## config.mk

```make
export PLATFORM = sky130hd
export DESIGN_NAME = video_timing_gen
export DESIGN_NICKNAME = d
export VERILOG_FILES = /design/src/rtl/video_timing_gen.sv
export SDC_FILE = /design/constraint.sdc
export NUM_CORES = 1
export LEC_CHECK = 0
export ABC_AREA = 1
export BUFFER_PORTS_ARGS = -buffer_cell sky130_fd_sc_hd__buf_4
export CAP_MARGIN = 20
export CORE_MARGIN = 1
export CORE_UTILIZATION = 50
export CTS_CLUSTER_SIZE = 30
export DETAILED_ROUTE_END_ITERATION = 12
export PLACE_DENSITY = 0.73
export SYNTH_ARGS = -nofsm -noshare
export SYNTH_HDL_FRONTEND = slang
export SYNTH_SLANG_ARGS = --single-unit
```

## constraint.sdc

```tcl
create_clock -name i_pixclk -period 3.35 [get_ports i_pixclk]
set_input_delay 0.67 -clock i_pixclk [delete_from_list [all_inputs] [get_ports i_pixclk]]
set_output_delay 0.67 -clock i_pixclk [all_outputs]
set_load 0.005 [all_outputs]
```

## src/rtl/video_timing_gen.sv

```systemverilog
// Raster timing generator: DE, HSYNC/VSYNC, pixel coordinates and optional colour bars.
// Define VTG_PATTERN_EN to build the 8-bar test pattern; otherwise the pixel data is constant 0.
module video_timing_gen #(
    parameter int unsigned H_ACTIVE = 640,
    parameter int unsigned H_FP     = 16,
    parameter int unsigned H_SYNC   = 96,
    parameter int unsigned H_BP     = 48,
    parameter int unsigned V_ACTIVE = 480,
    parameter int unsigned V_FP     = 10,
    parameter int unsigned V_SYNC   = 2,
    parameter int unsigned V_BP     = 33,
    parameter logic        HS_POL   = 1'b0,
    parameter logic        VS_POL   = 1'b0
) (
    input  logic        i_pixclk,
    input  logic        i_reset_n,
    input  logic        i_enable,
    output logic        o_de,
    output logic [1:0]  o_ctrl,
    output logic [11:0] o_x,
    output logic [11:0] o_y,
    output logic [7:0]  o_red,
    output logic [7:0]  o_green,
    output logic [7:0]  o_blue,
    output logic        o_frame_start
);

    localparam logic [11:0] H_ACT_END  = 12'(H_ACTIVE - 1);
    localparam logic [11:0] H_FP_END   = 12'(H_ACTIVE + H_FP - 1);
    localparam logic [11:0] H_SYNC_END = 12'(H_ACTIVE + H_FP + H_SYNC - 1);
    localparam logic [11:0] H_TOT_M1   = 12'(H_ACTIVE + H_FP + H_SYNC + H_BP - 1);
    localparam logic [11:0] V_ACT_END  = 12'(V_ACTIVE - 1);
    localparam logic [11:0] V_FP_END   = 12'(V_ACTIVE + V_FP - 1);
    localparam logic [11:0] V_SYNC_END = 12'(V_ACTIVE + V_FP + V_SYNC - 1);
    localparam logic [11:0] V_TOT_M1   = 12'(V_ACTIVE + V_FP + V_SYNC + V_BP - 1);

    typedef enum logic [1:0] {StAct, StFront, StSync, StBack} state_e;

    state_e      r_h_state, w_h_state_nxt, r_v_state, w_v_state_nxt;
    logic [11:0] r_h_cnt, r_v_cnt, w_h_cnt_nxt, w_v_cnt_nxt;
    logic        w_h_wrap, w_de, w_hsync, w_vsync;
    logic [7:0]  w_red, w_green, w_blue;

    logic        r_de, r_frame_start;
    logic [1:0]  r_ctrl;
    logic [11:0] r_x, r_y;
    logic [7:0]  r_red, r_green, r_blue;

    always_comb begin
        w_h_wrap      = (r_h_cnt == H_TOT_M1);
        w_h_cnt_nxt   = w_h_wrap ? 12'd0 : r_h_cnt + 12'd1;
        w_v_cnt_nxt   = r_v_cnt;
        w_h_state_nxt = r_h_state;
        w_v_state_nxt = r_v_state;
        if (w_h_wrap) begin
            w_v_cnt_nxt = (r_v_cnt == V_TOT_M1) ? 12'd0 : r_v_cnt + 12'd1;
        end

        unique case (r_h_state)
            StAct:   if (r_h_cnt == H_ACT_END)  w_h_state_nxt = StFront;
            StFront: if (r_h_cnt == H_FP_END)   w_h_state_nxt = StSync;
            StSync:  if (r_h_cnt == H_SYNC_END) w_h_state_nxt = StBack;
            StBack:  if (w_h_wrap)              w_h_state_nxt = StAct;
        endcase

        // Vertical regions change only on the line wrap, so VSYNC edges land on h_cnt = 0.
        if (w_h_wrap) begin
            unique case (r_v_state)
                StAct:   if (r_v_cnt == V_ACT_END)  w_v_state_nxt = StFront;
                StFront: if (r_v_cnt == V_FP_END)   w_v_state_nxt = StSync;
                StSync:  if (r_v_cnt == V_SYNC_END) w_v_state_nxt = StBack;
                StBack:  if (r_v_cnt == V_TOT_M1)   w_v_state_nxt = StAct;
            endcase
        end

        w_de    = (r_h_state == StAct) && (r_v_state == StAct);
        w_hsync = (r_h_state == StSync) ? HS_POL : ~HS_POL;
        w_vsync = (r_v_state == StSync) ? VS_POL : ~VS_POL;
    end

    always_ff @(posedge i_pixclk or negedge i_reset_n) begin
        if (!i_reset_n) begin
            r_h_cnt   <= 12'd0;
            r_v_cnt   <= 12'd0;
            r_h_state <= StAct;
            r_v_state <= StAct;
        end else if (i_enable) begin
            r_h_cnt   <= w_h_cnt_nxt;
            r_v_cnt   <= w_v_cnt_nxt;
            r_h_state <= w_h_state_nxt;
            r_v_state <= w_v_state_nxt;
        end
    end

`ifdef VTG_PATTERN_EN
    localparam logic [11:0] BAR_W_M1 = 12'(H_ACTIVE / 8 - 1);

    logic [11:0] r_bar_px;
    logic [2:0]  r_bar_idx;

    always_ff @(posedge i_pixclk or negedge i_reset_n) begin
        if (!i_reset_n) begin
            r_bar_px  <= 12'd0;
            r_bar_idx <= 3'd0;
        end else if (i_enable) begin
            if (w_h_wrap) begin
                r_bar_px  <= 12'd0;
                r_bar_idx <= 3'd0;
            end else if (r_h_state == StAct) begin
                if (r_bar_px == BAR_W_M1) begin
                    r_bar_px  <= 12'd0;
                    r_bar_idx <= r_bar_idx + 3'd1;
                end else begin
                    r_bar_px <= r_bar_px + 12'd1;
                end
            end
        end
    end

    // Bar order white, yellow, cyan, green, magenta, red, blue, black maps to inverted index bits.
    always_comb begin
        w_red   = {8{~r_bar_idx[1]}};
        w_green = {8{~r_bar_idx[2]}};
        w_blue  = {8{~r_bar_idx[0]}};
    end
`else
    assign w_red   = 8'd0;
    assign w_green = 8'd0;
    assign w_blue  = 8'd0;
`endif

    always_ff @(posedge i_pixclk or negedge i_reset_n) begin
        if (!i_reset_n) begin
            r_de          <= 1'b0;
            r_ctrl        <= {~VS_POL, ~HS_POL};
            r_x           <= 12'd0;
            r_y           <= 12'd0;
            r_red         <= 8'd0;
            r_green       <= 8'd0;
            r_blue        <= 8'd0;
            r_frame_start <= 1'b0;
        end else begin
            r_de          <= i_enable && w_de;
            r_ctrl        <= i_enable ? {w_vsync, w_hsync} : {~VS_POL, ~HS_POL};
            r_x           <= (i_enable && w_de) ? r_h_cnt : 12'd0;
            r_y           <= (i_enable && w_de) ? r_v_cnt : 12'd0;
            r_red         <= (i_enable && w_de) ? w_red : 8'd0;
            r_green       <= (i_enable && w_de) ? w_green : 8'd0;
            r_blue        <= (i_enable && w_de) ? w_blue : 8'd0;
            r_frame_start <= i_enable && (r_h_cnt == 12'd0) && (r_v_cnt == 12'd0);
        end
    end

    assign o_de          = r_de;
    assign o_ctrl        = r_ctrl;
    assign o_x           = r_x;
    assign o_y           = r_y;
    assign o_red         = r_red;
    assign o_green       = r_green;
    assign o_blue        = r_blue;
    assign o_frame_start = r_frame_start;

endmodule
```

**Word level (Yosys, flattened, before mapping)**

Cells that the tools add are included.

- Register bits after elaboration: 56
- Latch bits: 0
- Bits in writable memories: 0
- ROM bits: 0
- Input bits: 3
- Output and inout bits: 52
- Word-level logic and storage cells: 61
- Memories: 0

- $add $sub $neg: 2
- Multiply operators: 0
- Divide/modulo/power cells: 0
- Order comparisons: 0
- Equal/unequal tests: 22
- Shift operators: 0
- Multiplexer cells: 17
- Bitwise gates (word level): 0
- Reduce and logical (&&, ||, !) cells: 11

Operators by type and width:

| kind | count |
|---|---|
| 12-bit by 10-bit equality test with 1-bit output, second input constant | 5 |
| 12-bit two-way mux | 4 |
| 12-bit by 9-bit equality test with 1-bit output, second input constant | 3 |
| 12-bit by 1-bit adder with 12-bit output, second input constant | 2 |
| 12-bit logical NOT | 2 |
| 2-bit two-way mux | 9 |
| 2-bit != test, second input constant | 8 |
| 2-bit one-hot mux with 4 select lines | 2 |
| 2-bit equality test, second input constant | 4 |
| 6-bit AND reduction | 1 |
| 5-bit AND reduction | 1 |
| 2-bit by 1-bit equality test with 1-bit output, second input constant | 2 |
| 1-bit logical AND | 4 |
| 2-bit logical NOT | 2 |
| 1-bit two-way mux | 2 |
| 2-bit AND reduction | 1 |

**Depth between registers and ports, before layout**

Gate-level depths: netlist of the first run.

- Depth after elaboration: 4
- Depth in mapped cells: 10
- Gate-level depth less buffers: 10

**Worst setup path after synthesis of the first run**

OpenSTA, ideal clock, no wires.

- Path kind: register -> register
- Start: register r_v_cnt[0]
- End: register r_v_state[0]
- Library setup time: 0.121 ns
- Data arrival time: 1.365 ns
- Slack: 1.864 ns
- Stages on the path, launching flop included: 10
- Path buffers: 0
- Cell sequence: dfrtp_1 -> inv_1 -> ha_1 -> nand3_1 -> nor2_1 -> nand2_1 -> nand2_1 -> nand3_1 -> o21bai_1 -> nand2_1

- Word-level cells in the longest chain between the ends: 3

RTL lines:

| what | line | RTL |
|---|---|---|
| start, declared | 40 | `logic [11:0] r_h_cnt, r_v_cnt, w_h_cnt_nxt, w_v_cnt_nxt;` |
| start signal, assigned | 89 | `r_v_cnt <= w_v_cnt_nxt;` |
| 12-bit by 10-bit equality test with 1-bit output, or another cell as far along | 72 | `StBack: if (r_v_cnt == V_TOT_M1) w_v_state_nxt = StAct;` |
| 2-bit != test (no source line) | -- |  |
| 6-bit AND reduction (no source line) * | -- |  |
| end signal, assigned | 86 | `r_v_state <= StAct;` |
| end signal, assigned | 91 | `r_v_state <= w_v_state_nxt;` |
| end, declared | 39 | `state_e r_h_state, w_h_state_nxt, r_v_state, w_v_state_nxt;` |

Every way passes the cells marked *; elsewhere a longest branch is shown, timed or not.
A chain may end at the register's enable or synchronous reset.

**Worst setup path after layout of the first run**

- Start: register r_v_cnt[0]
- End: register r_v_state[1]

The elaborated chain is that of the path after synthesis.

==> metrics.cfg, run 1 <==
[clock_network]
insertion_delay_ns = 0.31
cts_tree = yes
ctsResizeCount = 0
clk_pin_slew_ns = 0.10
clock-root-buffer = clkbuf_8
cts_setup_buffers = 0
cts_num_sinks = 56
hold_buffers = 0
htree_levels = 2
clock_path_buffers = 2
numCtsBuffers = 5

[worst_setup_path]
crit_top_cell = nand2_1
crit_chain = inv_1, ha_1, nand3_1, nor2_1, nand2_1, nand2_1, nand3_1, o21bai_1, nand2_1
cp_max_fo = 7
timing.rr.start = r_v_cnt[0]
path_depth = 9
cp-start-kind = flip-flop
required_ns = 3.55
crit_family = simple AND/OR/NAND/NOR gates
cp-end-kind = flip-flop
crit_path_end = r_v_state[1]
max_stage_delay_ns = 0.47
r2r-end = r_v_state[1]
reg2reg_slack_ns = 1.55
slowest_stage = dfrtp_1
critPathBufInv = 1
arrival_ns = 2.00
worst_r2r_path_depth = 9
path_class = flip-flop to flip-flop
critPathLaunch = r_v_cnt[0]

[placement]
placed_cells = 453
place_congestion = 0.897
place_ws_ns = 1.59
hpwlAfterDp_mm = 4.14
io_buffers = 30
dpl_cell_area_um2 = 3220

[pwr]
power.leakage_nw = 1.75
ir_drop_v = 0.000259
finalPower_mw = 1.57
powerDensity_nw_per_um2 = 470

[detailed_routing]
routed_wirelength_mm = 5.79
detail_route.vias_per_cell = 5.04
drtPass1Iterations = 5
postRouteAntennaNets = 0
first_iter_violations = 159
post_drt_wl_per_cell_um = 12.6
vias = 2323
drc = 0

[synthesis]
netlist_area_um2 = 3030
synth_seq_cells = 56
yosysWarnings = 0
syn-mean-instance-area_um2 = 8.49
seq_area_frac_synth_pct = 46.3
postSynthCellCount = 357
synthDistinctLibCells = 34

[global_routing]
gr-total-overflow = 0
grt_pass1_wl_mm = 9.72
grt_pass1_vias = 2015
grt_start_max_net_pins = 57
gr-usage-all-layers_pct = 19.8
antenna_found_initial = 0

[timing]
slew_headroom_pct = 53.6
timing.hold.ws_ns = 0.399
hold_viol_final = 0
max_freq_ghz = 0.557
maxSlewViolCount = 0
fin_crit_sh_pct = 53.6
worst_slack_ns = 1.55
fin_skew_ns = 0.00586
rsz0062_at_grt = false
setup_viol = 0
tns_ns = 0
period_needed_ns = 1.80
tightest_slew_ns = 0.696

[floorplanning]
dieHeight_um = 79.9
core_area_um2 = 5680
num_io_pins = 55
start_util_pct = 53.4
floorplan.rows = 27
die_width_um = 79.9
die-area_um2 = 6380

[final_layout]
final_cells = 461
drive_gt1_share_pct = 16.5
num_antenna_cells = 0
final_nets = 405
fill_cells = 497
stdcell_area_um2 = 3340
areaGrowthSynthToFinish_pct = 10.0
final_util_pct = 58.8

[status]
status = completed

[run]
cap_violations = 0

[worst_hold_path]
min_path_type = input pin to async pin

-- where the power goes --
part	switching, mW	total [mW]	internal (mW)
clock	0.217	0.438	0.221
combinational	0.211	0.296	0.0856
sequential	0.0977	0.832	0.734
-- layout make-up --
cell class,instances,area [um^2],share of cell area [%]
Sequential cell,56,1400,42.1
Clock buffer,5,68.8,2.06
Multi-Input combinational cell,249,1330,39.9
Timing Repair Buffer,30,225,6.75
Clock inverter,3,42.5,1.28
Inverter,46,173,5.18
Tap cell,72,90.1,2.70
-- how the worst min path moves through the flow --
stage	start	endpoint	cells after the start
2_1_floorplan	i_reset_n	o_de	0
3_3_place_gp	r_h_cnt[11]	r_h_cnt[11]	1
3_5_place_dp	r_h_cnt[11]	r_h_cnt[11]	1
4_1_cts	i_reset_n	o_x[6]	1
5_1_grt	i_reset_n	o_x[8]	1
6_report	i_reset_n	r_h_cnt[10]	1
-- metal layers --
metal	vias up	GRT usage (%)	routed length [um]
met5	-	0	0
met4	0	5.89	69
met3	5	2.40	327
met2	94	29.8	2530
met1	1090	29.7	2860
li1	1134	-	-
-- registers in the layout, indices dropped and copies added (netlist names) --
signal / cells
r_h_state: 2
r_h_cnt: 12
o_de: 1
o_y: 12
o_x: 12
o_frame_start: 1
o_ctrl: 2
r_v_cnt: 12
r_v_state: 2
-- worst register-to-register path, delay by kind of cell (launching register included) --
kind,cells,cell delay (ns)
flops,1,0.47
compound gates,1,0.15
buf+inv,1,0.17
fa+ha+maj,1,0.20
simple gates,6,0.70
-- synthesized netlist by cell type, drive strengths merged --
| library cell | count | area share (%) |
|---|---|---|
| dfrtp | 54 | 45 |
| buf | 27 | 6.6 |
| o21ai | 19 | 3.4 |
| dfstp | 2 | 1.7 |
| nor3b | 1 | 0.25 |
| inv | 46 | 5.7 |
| or2 | 2 | 0.41 |
| nor4 | 1 | 0.21 |
| nor3 | 8 | 2.2 |
| clkbuf | 2 | 0.25 |
| conb | 1 | 0.12 |
| xor2 | 8 | 2.3 |
| nand3b | 1 | 0.25 |
| ha | 14 | 5.8 |
| o21bai | 2 | 0.50 |
| nand2 | 61 | 7.8 |
| nand4 | 15 | 3.6 |
| and2 | 1 | 0.21 |
| nand3 | 24 | 4.1 |
| nor2 | 63 | 9.2 |
| a21oi | 5 | 0.83 |
-- kinds of logic after synthesis --
group / count (synthesis) / synth area share, %
xor+xnor: 8 / 2.31
buf+inv: 75 / 12.6
flops: 56 / 46.3
simple gates: 177 / 28.2
fa+ha+maj: 14 / 5.78
compound gates: 26 / 4.70
other cells: 1 / 0.124
-- cells in the final DEF (no fill, tap or decap), types with 2 or more instances in the layout --
master     n
nand2_1   58
nor2_1    56
dfrtp_1   54
inv_1     42
buf_4     30
conb_1    24
nand3_1   23
nand4_1   14
o21ai_0   14
ha_1      14
xor2_1     8
a21oi_1    5
clkbuf_8   5
inv_2      4
nor2_2     4
nor3_1     4
nor3_2     3
nand2_2    3
o21ai_1    3
nor2_4     2
o21bai_1   2
or2_2      2
o21ai_2    2
dfstp_2    2
No activity file was read; power rests on OpenSTA's default activity.
==> run 2: changes to the inputs <==
PLACE_DENSITY = 0.76   (was 0.73)
clock period = 1.6 ns   (was 3.35 ns; I/O delays follow)
==> metrics.cfg, run 2 (synthesis gave the netlist of run 1 again) <==
[status]
status = completed

[detailed_routing]
post_drt_wl_per_cell_um = 14.1
drtPass1Iterations = 5
postRouteAntennaNets = 0
first_iter_violations = 196
routed_wirelength_mm = 6.81
drc = 0
vias = 2552
detail_route.vias_per_cell = 5.28

[placement]
hpwlAfterDp_mm = 4.57
io_buffers = 30
place_ws_ns = 0.0245
place_congestion = 0.904

[clock_network]
insertion_delay_ns = 0.31
htree_levels = 2
clock-root-buffer = clkbuf_8
clk_pin_slew_ns = 0.09
clock_path_buffers = 2
cts_tree = yes
cts_num_sinks = 56
numCtsBuffers = 5

[worst_setup_path]
arrival_ns = 1.74
cp-start-kind = flip-flop
cp_max_fo = 4
required_ns = 1.80
path_class = flip-flop to flip-flop
reg2reg_slack_ns = 0.06
r2r-end = r_v_cnt[6]
cp-end-kind = flip-flop
worst_r2r_path_depth = 7
timing.rr.start = r_h_cnt[0]

[floorplanning]
core_area_um2 = 5680
start_util_pct = 53.4
dieHeight_um = 79.9
floorplan.rows = 27
die-area_um2 = 6380
die_width_um = 79.9
num_io_pins = 55

[timing]
max_freq_ghz = 0.650
period_needed_ns = 1.54
fin_skew_ns = 0.00585
timing.hold.ws_ns = 0.374
hold_viol_final = 0
maxSlewViolCount = 0
worst_slack_ns = 0.0624
setup_viol = 0
fin_crit_sh_pct = 96.1

[final_layout]
ff_latch_area_um2 = 1410
final_cell_mix = nand2_1 (57), dfrtp_1 (53), nor2_1 (49), buf_4 (49), inv_1 (38)
layout_commonest_cell = nand2_1
final_nets = 428
fill_cells = 464
num_antenna_cells = 0
drive_gt1_share_pct = 25.8
areaGrowthSynthToFinish_pct = 19.6
multi_input_comb_area_um2 = 1430

[worst_hold_path]
min_to = o_ctrl[1]
min_path_type = input pin to flip-flop
worstHoldPathCells = 3
hold_start = i_enable

[global_routing]
antenna_found_initial = 0
gr-usage-all-layers_pct = 21.9
gr-total-overflow = 0
grt_pass1_vias = 2292
grt_pass1_wl_mm = 10.7
grt_start_max_net_pins = 32

[pwr]
powerDensity_nw_per_um2 = 987
power.leakage_nw = 1.86
ir_drop_v = 0.000468

[run]
cap_violations = 0

## run 2: timing repair
action                                  in CTS  in global routing
resized for setup                            1                 27
gates cloned                                 1                  1
hold endpoints to repair                    23                  0
endpoints found under the setup margin      11                 36
hold buffers                                 1                  0
pin swaps                                    1                  5
setup buffers                                3                  7
## run 2: worst max path at each step
| stage | startpoint | end | slack (ns) | cells past startpoint |
|---|---|---|---|---|
| 6_report | r_h_cnt[0] | r_v_cnt[6] | 0.06 | 7 |
| 4_1_cts | r_h_cnt[1] | r_v_cnt[1] | 0.005 | 7 |
| 2_1_floorplan | r_v_cnt[0] | r_v_state[0] | 0.11 | 9 |
| 3_3_place_gp | r_h_state[0] | r_h_state[0] | 0.1 | 9 |
| 5_1_grt | r_h_cnt[0] | r_h_state[1] | -0.07 | 10 |
| 3_5_place_dp | r_h_cnt[1] | r_v_cnt[8] | 0.02 | 8 |
## run 2: layout make-up
class | count | share of cell area (%)
inverters | 46 | 4.83
well taps | 72 | 2.49
clock inverters | 2 | 1.66
flip-flops and latches | 56 | 38.8
multi-input cells | 251 | 39.4
repair buffers | 51 | 11.0
clock buffers | 5 | 1.90
## run 2: layer usage
| layer | vias up | GRT usage [%] | wire length, um |
|---|---|---|---|
| met5 | - | 0 | 0 |
| li1 | 1193 | - | - |
| met1 | 1199 | 29.5 | 2930 |
| met3 | 26 | 3.77 | 432 |
| met2 | 134 | 34.4 | 3250 |
| met4 | 0 | 10.0 | 201 |
## run 2: where the power goes
| part | switching, mW | internal, mW | total, mW | leakage (nW) |
|---|---|---|---|---|
| Clock | 0.447 | 0.616 | 1.06 | 0.0642 |
| Sequential | 0.200 | 1.54 | 1.74 | 0.705 |
| Combinational | 0.522 | 0.252 | 0.774 | 1.09 |
## run 2: worst max-delay path, stage by stage (launching register included)
cell and delay (ns):
dfrtp_1 0.44, ha_4 0.19, nand2_2 0.07, nor2_4 0.13, nand4_4 0.19, nor2_4 0.23
buf_4 0.14, o21ai_2 0.04
## run 2: through the flow
step	util [%]	setup TNS, ns	area, um^2	instances	power (mW)
CTS	61.4	0	3490	475	3.50
global placement	58.4	0	3310	463	2.40
floorplan	-	0	3120	380	2.24
finish	63.9	0	3620	483	3.58
detailed placement	58.4	0	3310	463	2.43
global route	63.9	-0.255	3620	483	3.76
